==> config.mk <==
export PLATFORM = sky130hd
export DESIGN_NAME = seq_bus_ctrl
export DESIGN_NICKNAME = d
export VERILOG_FILES = /design/src/rtl/seq_bus_pkg.sv /design/src/rtl/seq_bus_arb.sv /design/src/rtl/seq_bus_ctrl.sv
export SDC_FILE = /design/constraint.sdc
export NUM_CORES = 1
export LEC_CHECK = 0
export ABC_CLOCK_PERIOD_IN_PS = 4800
export BUFFER_PORTS_ARGS = -buffer_cell sky130_fd_sc_hd__buf_4
export CAP_MARGIN = 20
export CORE_ASPECT_RATIO = 1.75
export CORE_MARGIN = 1
export CORE_UTILIZATION = 40
export CTS_BUF_LIST = sky130_fd_sc_hd__clkbuf_8
export CTS_CLUSTER_SIZE = 20
export DETAILED_ROUTE_END_ITERATION = 16
export PLACE_DENSITY = 0.79
export SETUP_SLACK_MARGIN = 0.02
export SLEW_MARGIN = 30
export SYNTH_ARGS = -nofsm -noshare
export SYNTH_HDL_FRONTEND = slang
export SYNTH_SLANG_ARGS = --single-unit
==> constraint.sdc <==
create_clock -name clk -period 4.8 [get_ports clk]
set_clock_uncertainty 0.15 [all_clocks]
set_input_delay 0.96 -clock clk [delete_from_list [all_inputs] [get_ports clk]]
set_output_delay 0.96 -clock clk [all_outputs]
set_load 0.01 [all_outputs]
==> src/rtl/seq_bus_pkg.sv <==
// seq_bus_pkg: shared bus-cycle state and owner encodings for the sequential bus controller
package seq_bus_pkg;
   typedef enum logic [2:0] {IDLE, T1, T2, T3, T4} state_t;
   typedef enum logic {OWN_CPU, OWN_DMA} owner_t;
endpackage

==> src/rtl/seq_bus_arb.sv <==
// seq_bus_arb: strict-priority (DMA over CPU) grant decision
// Ports: cpu_req/dma_req requests; excl/last mask the requester acked this edge; grant_cpu/grant_dma one-hot-or-zero grants
module seq_bus_arb import seq_bus_pkg::*; (
   input  logic   cpu_req,
   input  logic   dma_req,
   input  logic   excl,
   input  owner_t last,
   output logic   grant_cpu,
   output logic   grant_dma
);
   assign grant_dma = dma_req && !(excl && last == OWN_DMA);
   assign grant_cpu = cpu_req && !grant_dma && !(excl && last == OWN_CPU);
endmodule

==> src/rtl/seq_bus_ctrl.sv <==
// seq_bus_ctrl: T1..T4 memory-cycle sequencer arbitrating a CPU and a DMA reader onto one bus
// Ports: clk/res clock and sync reset; cpu_* CPU request/ack/data; dma_* DMA read request/ack/grant/data;
//        bus_a/bus_dout/bus_din/bus_oe bus address and data; n_mreq/n_rd/n_wr strobes; wait_n stall input
module seq_bus_ctrl import seq_bus_pkg::*; #(
   parameter int AW = 16,
   parameter int DW = 8
) (
   input  logic          clk,
   input  logic          res,
   input  logic          cpu_req,
   input  logic          cpu_wr,
   input  logic [AW-1:0] cpu_addr,
   input  logic [DW-1:0] cpu_wdata,
   output logic [DW-1:0] cpu_rdata,
   output logic          cpu_ack,
   input  logic          dma_req,
   input  logic [AW-1:0] dma_addr,
   output logic [DW-1:0] dma_rdata,
   output logic          dma_ack,
   output logic          dma_gnt,
   output logic [AW-1:0] bus_a,
   output logic [DW-1:0] bus_dout,
   input  logic [DW-1:0] bus_din,
   output logic          bus_oe,
   output logic          n_mreq,
   output logic          n_rd,
   output logic          n_wr,
   input  logic          wait_n
);
   state_t        st, st_nx;
   owner_t        own;
   logic          wr, g_cpu, g_dma, start, act;
   logic [DW-1:0] rdata;
   seq_bus_arb u_arb (
      .cpu_req   (cpu_req),
      .dma_req   (dma_req),
      .excl      (st == T4),
      .last      (own),
      .grant_cpu (g_cpu),
      .grant_dma (g_dma)
   );
   // Grants only matter where arbitration is allowed; T4 chains straight into T1.
   assign start = (st == IDLE || st == T4) && (g_cpu || g_dma);
   always_comb begin
      st_nx = IDLE;
      unique case (st)
         IDLE, T4: st_nx = start ? T1 : IDLE;
         T1:       st_nx = T2;
         T2:       st_nx = T3;
         T3:       st_nx = wait_n ? T4 : T3;
         default:  st_nx = IDLE;
      endcase
   end
   always_ff @(posedge clk) begin
      if (res) begin
         st       <= IDLE;
         own      <= OWN_CPU;
         wr       <= 1'b0;
         bus_a    <= '0;
         bus_dout <= '0;
         rdata    <= '0;
      end else begin
         st <= st_nx;
         if (start) begin
            own   <= g_dma ? OWN_DMA : OWN_CPU;
            wr    <= g_cpu && cpu_wr;
            bus_a <= g_dma ? dma_addr : cpu_addr;
            if (g_cpu) bus_dout <= cpu_wdata;
         end
         if (st == T3 && wait_n && !wr) rdata <= bus_din;
      end
   end
   assign act       = st inside {T1, T2, T3};
   assign n_mreq    = !act;
   assign n_rd      = !(act && !wr);
   assign n_wr      = !(wr && st inside {T2, T3});
   assign bus_oe    = wr && st inside {T2, T3, T4};
   assign cpu_ack   = st == T4 && own == OWN_CPU;
   assign dma_ack   = st == T4 && own == OWN_DMA;
   assign dma_gnt   = st != IDLE && own == OWN_DMA;
   assign cpu_rdata = rdata;
   assign dma_rdata = rdata;
endmodule

# --- After elaboration in Yosys (flattened, before gate mapping) ---
# Cells that the tools add are included.
totals:
  reg_bits: 37
  inputBits: 54
  output_inout_bits: 47
  word_cells: 45
classes:
  n_eq_ne: 4
  muxes: 5
  bitwise_logic: 1
  n_reduce_logical: 29
op_table:
  columns: ["op", "n"]
  rows:
  - ["16-bit two-way mux", 1]
  - ["1-bit logical AND", 13]
  - ["3-bit case mux with 4 select lines", 1]
  - ["3-bit nonzero test", 3]
  - ["1-bit logical NOT", 7]
  - ["3-bit by 2-bit equality test with 1-bit output, second input constant", 2]
  - ["3-bit by 1-bit equality test with 1-bit output, second input constant", 1]
  - ["3-bit equality test, second input constant", 1]
  - ["3-bit logical NOT", 1]
  - ["3-bit two-way mux", 1]
  - ["1-bit logical OR", 2]
  - ["1-bit two-way mux", 2]
  - ["2-bit AND reduction", 1]
  - ["2-bit nonzero test", 1]
  - ["2-bit OR reduction", 1]
  - ["1-bit NOT", 1]

# --- Longest topological paths before layout ---
# Gate-level depths: netlist of run 1.
depth:
  word_depth: 11
  mapped_depth: 7
  mapped_depth_nobuf: 4

# --- Hierarchy ---
# A second synthesis of run 1 with hierarchy kept.
unflattened:
  hier_cells: 179
  hier_area_um2: 1736.7
modules_own_cells:
  columns: ["mod", "instances", "cells_each", "area_each_um2", "seq_area_each_um2"]
  rows:
  - ["seq_bus_ctrl", 1, 175, 1709.1, 740.7]
  - ["seq_bus_arb", 1, 4, 27.5, 0.0]

# --- Worst setup path after synthesis of run 1 ---
# Ideal clock, no wire load.
synth_timing:
  path_type: "input -> register"
  startpoint: "in res"
  endpoint: "reg st[2]"
  setup_time_ns: 0.143
  arrival_ns: 1.753
  required_ns: 4.507
  path_slack_ns: 2.754
  path_stages: 3
  path_cell_list: "clkbuf_1 clkbuf_1 nor3_1"
synth_rtl:
  columns: ["element", "line_no", "rtl"]
  rows:
  - ["from (decl)", "seq_bus_ctrl.sv:9", "input logic res,"]
  - ["to (signal assigned)", "seq_bus_ctrl.sv:63", "st <= st_nx;"]
  - ["to (decl)", "seq_bus_ctrl.sv:30", "state_t st, st_nx;"]
# No word-level cell between the ends.

# --- Worst setup path after layout of run 1 ---
layout_timing:
  startpoint: "in cpu_req"
  endpoint: "reg bus_a[10]"
layout_between:
  elab_chain_len: 4
layout_rtl:
  columns: ["element", "line_no", "rtl"]
  rows:
  - ["from (decl)", "seq_bus_ctrl.sv:10", "input logic cpu_req,"]
  - ["1-bit logical AND (2 in series)", "seq_bus_arb.sv:12", "assign grant_cpu = cpu_req && !grant_dma && !(excl && last == OWN_CPU);"]
  - ["1-bit logical OR", "seq_bus_ctrl.sv:43", "assign start = (st == IDLE || st == T4) && (g_cpu || g_dma);"]
  - ["1-bit logical AND", "seq_bus_ctrl.sv:43", null]
  - ["to (signal assigned)", "seq_bus_ctrl.sv:67", "bus_a <= g_dma ? dma_addr : cpu_addr;"]
  - ["to (decl)", "seq_bus_ctrl.sv:21", "output logic [AW-1:0] bus_a,"]
# Every way passes these cells.
# A chain may end at the register's enable or synchronous reset.

==> results of run 1 <==
==> layer usage <==
layer,share of wire,vias up
li1,-,819
met1,0.35,752
met2,0.56,61
met3,0.053,15
met4,0.036,0
met5,0,-
==> stage by stage <==
step	instances	worst slack, ns	hold WS (ns)	util	power [mW]
after global routing	326	2.10	0.351	0.599	0.939
after detailed placement	318	1.92	0.305	0.572	0.626
final	326	2.24	0.314	0.599	0.891
after floorplan	187	2.75	0.328	-	0.527
after global placement	318	1.99	0.299	0.571	0.618
after CTS	326	2.23	0.320	0.599	0.904
==> power groups by stage <==
stage                     Combinational, mW  Clock, mW  Sequential [mW]
after global placement                0.248          0            0.370
final                                 0.252      0.275            0.365
after floorplan                       0.147          0            0.380
after CTS                             0.255      0.285            0.364
after global routing                  0.275      0.295            0.369
after detailed placement              0.254          0            0.371
==> cell families after synthesis <==
kind of cell,count (synthesis)
buffers and inverters,40
DFF,37
and+or+nand+nor,50
muxes,16
AOI/OAI and AO/OA,44
==> path summary, 6_finish.rpt <==
path / startpoint / endpoint / slack [ns] / depth (start not counted)
max: cpu_req / bus_a[10] / 2.24 / 4
min: bus_a[8] / bus_a[8] / 0.31 / 2
max reg2reg: st[2] / bus_a[10] / 2.37 / 4
min reg2reg: bus_a[8] / bus_a[8] / 0.31 / 2
==> cells in the mapped netlist (2+ instances only) <==
cell      instances
inv_1            19
mux2i_1          16
buf_4             9
a221oi_1          6
a21boi_0          2
a211oi_1          7
buf_6             2
or2_2             2
nand2_1          20
clkbuf_1          4
dfxtp_1          37
nor2_1           18
a211oi_2         10
buf_2             4
a221oi_2          9
==> registers in the layout (all words and copies together) (netlist names) <==
| register | flops |
|---|---|
| st | 3 |
| wr | 1 |
| bus_dout | 8 |
| own | 1 |
| cpu_rdata | 8 |
| bus_a | 16 |
==> critical path: cells and delay by family <==
family | cells | cell delay, ns
AND/OR/NAND/NOR | 1 | 0.73
AO/OA/AOI/OAI | 2 | 0.70
buffers and inverters | 1 | 0.14
==> layout make-up <==
cell class	instances	area, sq um
Clock inverter	2	33.8
Sequential cell	37	741
Multi-Input combinational cell	110	886
Fill cell	420	1770
Tap cell	51	63.8
Inverter	19	71.3
Timing Repair Buffer	101	758
Clock buffer	6	82.6
==> run metrics, run 1 <==
met2 Usage GRT=0.348; global-route usage over all layers=0.201; Post-synth EDFFs=0; layout net count=approximately 330; max-slew violation count=0; GRT overflow=0; Detailed Routing Iterations Pass 1=4; Req. time, crit path=4.77 ns; CTS H-tree depth=2; Final Instance Area=0.00264 sq mm; Internal=635 uW; Synth Flop Type=dfxtp_1; placed cell areas=about 0.0025 sq mm; GP Congestion=0.789; drt total wl=around 4600 microns; PwrDens=338 mW/mm^2; CTS sink count=37; Post-Synth Adder-Cell Area=0; main combinational cell family by area after synthesis=compound AO/OA/AOI/OAI gates; crit-path max FO=18; critical path class=in -> reg; RSZ-0062 raised after global routing=no; CP endpoint kind=register; DIE HEIGHT=92.0 microns; CTS root buffer=clkbuf_8; asr flop ratio synth=0; Rows=32; die width=53.4 microns; IO Port Bufs=100; critical path arrival=2.53 ns; DRT antenna net count=0; Clock Path Buffers=2; GR Layer Usage met1=0.205; sequential area share after synthesis=0.400; most frequent cells in the layout=buf_4 (101), dfxtp_1 (37), inv_1 (20), nand2_1 (20), nor2_1 (18); core box area=0.00440 sq mm; Cell Area, Synth=0.00185 sq mm; crit-path max cell delay=0.73 ns; Final Cycle Share=0.533; #FFs+latches synth=37; M3 GR Usage=0.0531; Synth Area in Compound Gates=0.255; highest clock rate=0.391 GHz; Seq pwr share=0.409; fin crit period=roughly 2.6 ns; detailed-route via count=around 1600; share of layout cells above drive strength 1=0.498; leakage=1.20 nW; first-pass GRT wire length=approximately 7200 microns; Synth Net Count=241; CTS tree=built; final setup fails=0; post_cts resized=0; worst-path cell chain=buf_4 -> o21ai_4 -> or2_1 -> a221oi_1; Hold Path Class=reg -> reg; Startpoint Class=input port; crit path max-delay cell type=or2_1; DRT iter0 DRCs=20; vias in the first global route=approximately 1700; clock share of power=0.308; sw frac=0.287; Synth Area in Simple Gates=0.134; Top Ports=101; Post-CTS Setup Bufs=0; Max-slew headroom=0.456; Layout area overhead=42.4%; Peak VDD IR=0.308 mV; largest net degree at the start of global routing=38; drt wl/cell=14.2 microns; ANT cells=0; syn_area_per_cell=9.90 sq um; mux contribution to synthesized area=0.0865; die area=0.00492 sq mm; DRC violations left=0; Initial Util=0.420; Final TNS setup=0 ns; area leader, netlist=dfxtp_1; initial antenna violation count=0; most common cell after layout, fill and taps aside=buf_4; Yosys cell types=37; Worst-path clk slew=0.07 ns; Post-Syn Instances=187; GRT busiest layer=met2; Synth Warn #=0; Skew-Pair Late Insertion Delay=0.28 ns; detailed placement HPWL=3510 microns; CTS Buf Count=5; xor/xnor cell area share of the yosys netlist=0; sw power=255 uW; max-cap viol count=0; Final Hold Vio Count=0; share of total power in combinational logic=0.283; run status=finished, final reports clean; vias per cell=5.05; Synth top area share=0.400; actual slew at the worst max-slew pin=0.816 ns; main area contributors after synthesis=dfxtp_1 (40%), mux2i_1 (8.6%), a221oi_2 (7.3%), a211oi_2 (6.8%), nand2_1 (4.1%); cts hold-fix bufs=0
Power figures use the tool's default switching activity.
==> run 2, diff against run 1 <==
Settings changed: ABC_AREA from default to 1, ABC_CLOCK_PERIOD_IN_PS 4800 to 2400.
Clock period 4.8 ns to 2.4 ns, I/O delays scaled along.
==> run 2 against run 1 <==
Synthesized area grew 2.2%. Via count grew 23%. Clock-buffer cell count is the same. Register-to-register slack lost 1.7 ns. Final cell count grew 32%. Wire length grew 1.4%. Critical endpoint is now dma_ack.
==> run metrics, run 2 <==
run status=finished, final reports clean (unchanged); GRT overflow=0 (unchanged); most frequent cell after synthesis=nor2_1 (was dfxtp_1); Post-CTS Setup Bufs=0 (unchanged); critical path class=reg -> out (was in -> reg); initial antenna violation count=0 (unchanged); layout net count=431 (was 328); detailed-route via count=2027 (was 1647); vias in the first global route=1842 (was 1665); crit-path max FO=19 (was 18); detailed placement HPWL=3650 microns (was 3510 microns); CTS root buffer=clkbuf_8 (unchanged); PwrDens=646 mW/mm^2 (was 338 mW/mm^2); Clock Path Buffers=2 (unchanged); Startpoint Class=register (was input port); core box area=0.00448 sq mm (was 0.00440 sq mm); Worst Hold End=wr (was bus_a[8]); Layout area overhead=43.4% (was 42.4%); Final Cycle Share=0.819; Core Util, Final=0.605 (was 0.599); final setup fails=0 (unchanged); Synth Net Count=340 (was 241); global-route usage over all layers=0.209 (was 0.201); DRT iter0 DRCs=45 (was 20); Req. time, crit path=1.77 ns (was 4.77 ns); die area=0.00502 sq mm (was 0.00492 sq mm); die width=54.0 microns (was 53.4 microns); share of layout cells above drive strength 1=0.333 (was 0.498); R2R setup slack=0.70 ns (was 2.37 ns); area leader, netlist=dfxtp_1 (unchanged); highest clock rate=between 0.5 and 0.6 GHz; Layout Cells excl Fill=429 (was 326); actual slew at the worst max-slew pin=0.391 ns (was 0.816 ns); DP Worst Slack=0.670 ns (was 1.92 ns); most common cell after layout, fill and taps aside=buf_4 (unchanged); CTS sink count=37 (unchanged); sequential area share after synthesis=0.392 (was 0.400); Final TNS setup=0 ns (unchanged); fin crit period=slightly below 2 ns; RSZ-0062 raised after global routing=no (unchanged); syn_area_per_cell=6.61 sq um (was 9.90 sq um); Yosys cell types=21 (was 37); DIE HEIGHT=93.0 microns (was 92.0 microns); leakage=1.44 nW (was 1.20 nW); Synth Flop Type=dfxtp_1 (unchanged); drt total wl=4710 microns (was 4640 microns); Cell Area, Synth=0.00189 sq mm (was 0.00185 sq mm); asr flop ratio synth=0 (unchanged); Initial Util=0.422 (was 0.420); reg2reg path depth=7 (was 4); most frequent CP cell=buf_4; FF-to-FF End=bus_a[4] (was bus_a[10]); Post-synth EDFFs=0 (unchanged); CTS H-tree depth=2 (unchanged); crit-path max cell delay=0.34 ns (was 0.73 ns); Worst-path clk slew=0.07 ns (about the same); crit path max-delay cell type=dfxtp_1 (was or2_1); DP Cell Count=421 (was 318); Synth top area share=0.392 (was 0.400); Top Ports=101 (unchanged); #FFs+latches synth=37 (unchanged); most frequent cells in the layout=buf_4 (105), nor2_1 (67), nand2_1 (66) (was buf_4 (101), dfxtp_1 (37), inv_1 (20), nand2_1 (20), nor2_1 (18)); vias per cell=4.72 (was 5.05); Post-Syn Instances=286 (was 187); cts hold-fix bufs=0 (unchanged); largest net degree at the start of global routing=20 (was 38); Max-slew headroom=0.739 (was 0.456); Peak VDD IR=0.559 mV (was 0.308 mV); Skew-Pair Late Insertion Delay=0.29 ns (was 0.28 ns); first-pass GRT wire length=7750 microns (was 7210 microns); hold_sp=res (was bus_a[8]); worst-path cell chain=nor2_4 -> nand3_2 -> buf_4 -> inv_1 -> buf_4 (was buf_4 -> o21ai_4 -> or2_1 -> a221oi_1); critical path arrival=1.33 ns (was 2.53 ns); CTS tree=built (unchanged); ANT cells=0 (unchanged); Hold Path Class=in -> reg (was reg -> reg); most instantiated cells after synthesis=nor2_1 (67), nand2_1 (66), dfxtp_1 (37) (was dfxtp_1 (37), nand2_1 (20), inv_1 (19)); Largest Register=bus_a (unchanged); worst hold stages=2 (unchanged); DRC violations left=0 (unchanged); drt wl/cell=11.0 microns (was 14.2 microns); max FFs per register=16 (unchanged); Final Hold Vio Count=0 (unchanged); worst r2r src=st[0] (was st[2]); Synth Warn #=0 (unchanged); max-slew violation count=0 (unchanged); GP Congestion=0.731 (was 0.789); CTS Buf Count=5 (unchanged); main area contributors after synthesis=dfxtp_1 (39%), nor2_1 (13%), nand2_1 (13%), nand3_1 (9.0%), inv_1 (5.0%) (was dfxtp_1 (40%), mux2i_1 (8.6%), a221oi_2 (7.3%), a211oi_2 (6.8%), nand2_1 (4.1%)); DRT antenna net count=0 (unchanged); Rows=32 (unchanged); CP endpoint kind=output pin (was register); Detailed Routing Iterations Pass 1=4 (unchanged); start point of the critical path=st[0] (was cpu_req); post_cts resized=0 (unchanged); Worst Slack Setup Final=0.435 ns (was 2.24 ns); IO Port Bufs=100 (unchanged); max-cap viol count=0 (unchanged)
==> run 2: cell count changes in the layout (fill, tap and decap cells not counted), sizes merged, moves of 2 or more <==
cell,previous run,this run
a211oi,17,0
nand3b,1,8
nand3,0,39
a21boi,2,0
inv,20,30
a221oi,15,0
nand2b,2,0
mux2i,16,0
buf,101,105
a21oi,2,4
nor2,19,68
nand2,20,68
or2,3,0
o21ai,2,9
==> run 2: metrics by stage <==
step / power (mW) / hold slack, ns / cell area, sq um
after global placement: 1.22 / 0.319 / 2600
after CTS: 1.77 / 0.222 / 2710
after global routing: 1.87 / 0.230 / 2710
final: 1.75 / 0.226 / 2710
after floorplan: 1.02 / 0.308 / 1890
after detailed placement: 1.23 / 0.327 / 2600
==> run 2: layout make-up <==
cell class	instances	area (sq um)
Clock inverter	2	33.8
Tap cell	51	63.8
Clock buffer	6	82.6
Sequential cell	37	741
Fill cell	424	1770
Inverter	29	109
Multi-Input combinational cell	199	895
Timing Repair Buffer	105	788
==> run 2: worst max-delay path: cells and delay by family (launching register included) <==
kind,cells,cell delay [ns]
buffers and inverters,3,0.41
flip-flops,1,0.34
AND/OR/NAND/NOR,2,0.30
==> run 2: worst max-delay path by stage <==
stage,endpoint,slack [ns],cells past startpoint
2_1_floorplan,dma_ack,0.78,5
3_3_place_gp,bus_a[13],0.69,6
3_5_place_dp,bus_dout[7],0.67,7
4_1_cts,dma_ack,0.42,5
5_1_grt,dma_ack,0.36,5
6_report,dma_ack,0.44,5
==> run 2: kinds of logic after synthesis <==
group | Yosys count | share of synthesized area
AOI/OAI and AO/OA | 14 | 0.0403
and+or+nand+nor | 185 | 0.433
buffers and inverters | 50 | 0.136
DFF | 37 | 0.392
==> run 2: where the power goes <==
group	switching, mW	internal [mW]
logic	0.250	0.236
clock network	0.209	0.334
registers	0.0425	0.681
==> run 2: metal layers <==
metal / GRT usage / vias to the layer above / part of all wire
li1: - / 1060 / -
met5: 0 / - / 0
met4: 0.113 / 0 / 0.024
met1: 0.206 / 883 / 0.37
met3: 0.0439 / 8 / 0.066
met2: 0.381 / 76 / 0.54
==> run 3, diff against run 2 <==
Settings changed: ABC_AREA 1 to 0, ABC_CLOCK_PERIOD_IN_PS 2400 to 1870.
Clock period 2.4 ns to 1.87 ns, I/O delays scaled along.
==> run 3 against run 2 <==
Via count is 17% lower. Flip-flop and latch count did not move. Total power increased by 27%. Largest power group unchanged. Critical path type unchanged. Worst setup slack worse by 0.35 ns. Register-to-register slack lost 0.49 ns. Clock power grew 13%. Clock-buffer cell count rose by 1.
==> run metrics, run 3 (synthesis results as in run 1) <==
cts hold-fix bufs=0 (unchanged); Final Cycle Share=0.955; Worst-path clk slew=0.07 ns (about the same); hold_ws=0.156 ns (was 0.226 ns); RSZ-0062 raised after global routing=yes (was no); max-slew violation count=0 (unchanged); Post-CTS Setup Bufs=0 (unchanged); DRC violations left=0 (unchanged); CTS tree=built (unchanged); Core Util, Final=0.612 (was 0.605); DRT antenna net count=0 (unchanged); Final Hold Vio Count=0 (unchanged); CP endpoint kind=output pin (unchanged); most common cell after layout, fill and taps aside=buf_4 (unchanged); core box area=0.00440 sq mm (was 0.00448 sq mm); highest clock rate=0.560 GHz; actual slew at the worst max-slew pin=0.457 ns (was 0.391 ns); share of layout cells above drive strength 1=0.528 (was 0.333); critical path class=reg -> out (unchanged); fin crit period=~1.8 ns; first-pass GRT wire length=7200 microns (was 7750 microns); Layout Cells excl Fill=335 (was 429); initial antenna violation count=0 (unchanged); largest net degree at the start of global routing=38 (was 20); GRT overflow=0 (unchanged); Final TNS setup=0 ns (unchanged); die width=53.4 microns (was 54.0 microns); detailed placement HPWL=3430 microns (was 3650 microns); global-route usage over all layers=0.199 (was 0.209); ANT cells=0 (unchanged); Skew-Pair Late Insertion Delay=0.29 ns (about the same); Req. time, crit path=1.35 ns (was 1.77 ns); drt total wl=4630 microns (was 4710 microns); critical path arrival=1.26 ns (was 1.33 ns); most frequent cells in the layout=buf_4 (110), dfxtp_1 (35), nand2_1 (20) (was buf_4 (105), nor2_1 (67), nand2_1 (66)); CTS Buf Count=5 (unchanged); Detailed Routing Iterations Pass 1=4 (unchanged); vias in the first global route=1656 (was 1842); R2R setup slack=0.21 ns (was 0.70 ns); GP Congestion=0.815 (was 0.731); Largest Register=bus_a (unchanged); Layout area overhead=45.5% (was 43.4%); die area=0.00492 sq mm (was 0.00502 sq mm); max FFs per register=16 (unchanged); leakage=1.24 nW (was 1.44 nW); CTS sink count=37 (unchanged); CTS H-tree depth=2 (unchanged); detailed-route via count=1678 (was 2027); DIE HEIGHT=92.0 microns (was 93.0 microns); CTS root buffer=clkbuf_8 (unchanged); DP Cell Count=327 (was 421); layout net count=337 (was 431); IO Port Bufs=100 (unchanged); Peak VDD IR=0.762 mV (was 0.559 mV); Top Ports=101 (unchanged); Rows=32 (unchanged); Startpoint Class=register (unchanged); Hold Path Class=in -> reg (unchanged); drt wl/cell=13.8 microns (was 11.0 microns); run status=finished, final reports clean (unchanged); Max-slew headroom=0.695 (was 0.739); Initial Util=0.420 (was 0.422); PwrDens=826 mW/mm^2 (was 646 mW/mm^2); max-cap viol count=0 (unchanged); Clock Path Buffers=2 (unchanged); vias per cell=5.01 (was 4.72); crit-path max FO=7 (was 19); DRT iter0 DRCs=15 (was 45); final setup fails=0 (unchanged)
==> run 3: changes by cell type in the layout (fill, tap and decap cells not counted), moves of 8 or more <==
cell,previous run,this run
nand2_1,66,20
nor2_1,67,18
mux2i_1,0,16
nand3_1,34,0
a221oi_2,0,10
o21ai_0,9,1
a211oi_2,0,10
==> run 3: layout make-up <==
class,instances,area [sq um]
fillers,401,1710
multi-input cells,110,890
repair buffers,110,826
flip-flops and latches,37,743
clock buffers,7,96.3
inverters,19,71.3
well taps,51,63.8
clock inverters,1,5.00
==> run 3: through the flow <==
stage	setup WS [ns]	power, mW	cell area [sq um]
after floorplan	0.201	1.35	1850
after global placement	0.223	1.61	2580
after detailed placement	0.136	1.63	2580
after CTS	0.0254	2.25	2680
after global routing	0.0189	2.34	2700
final	0.0836	2.23	2700
==> run 3: layer usage <==
metal / share of wire / GRT usage / wire, microns / vias up
met4: 0.028 / 0.0943 / 131 / 0
met3: 0.054 / 0.0431 / 248 / 12
met2: 0.56 / 0.365 / 2600 / 58
met1: 0.36 / 0.196 / 1650 / 768
met5: 0 / 0 / 0 / -
li1: - / - / - / 840
==> run 3: worst max-delay path: stages (launching register included) <==
cell	delay [ns]
dfxtp_1	0.42
nor2_4	0.08
or3_1	0.32
buf_4	0.15
==> run 3: what timing repair did <==
action,4_1_cts,5_1_grt
endpoints found under the setup margin,2,13
gates resized for setup,1,4
endpoints found under the hold margin,0,0
pin swaps,1,1
==> run 3: final timing paths <==
path	end	depth (start not counted)	startpoint
worst min register to register	bus_a[1]	2	bus_a[1]
worst min-delay path	st[1]	2	wait_n
worst max-delay path	n_rd	3	st[1]
worst max register to register	bus_a[14]	5	own
==> run 3: power by group <==
part	switching, mW	internal [mW]	total [mW]
Combinational	0.328	0.354	0.682
Sequential	0.0581	0.873	0.931
Clock	0.280	0.333	0.613
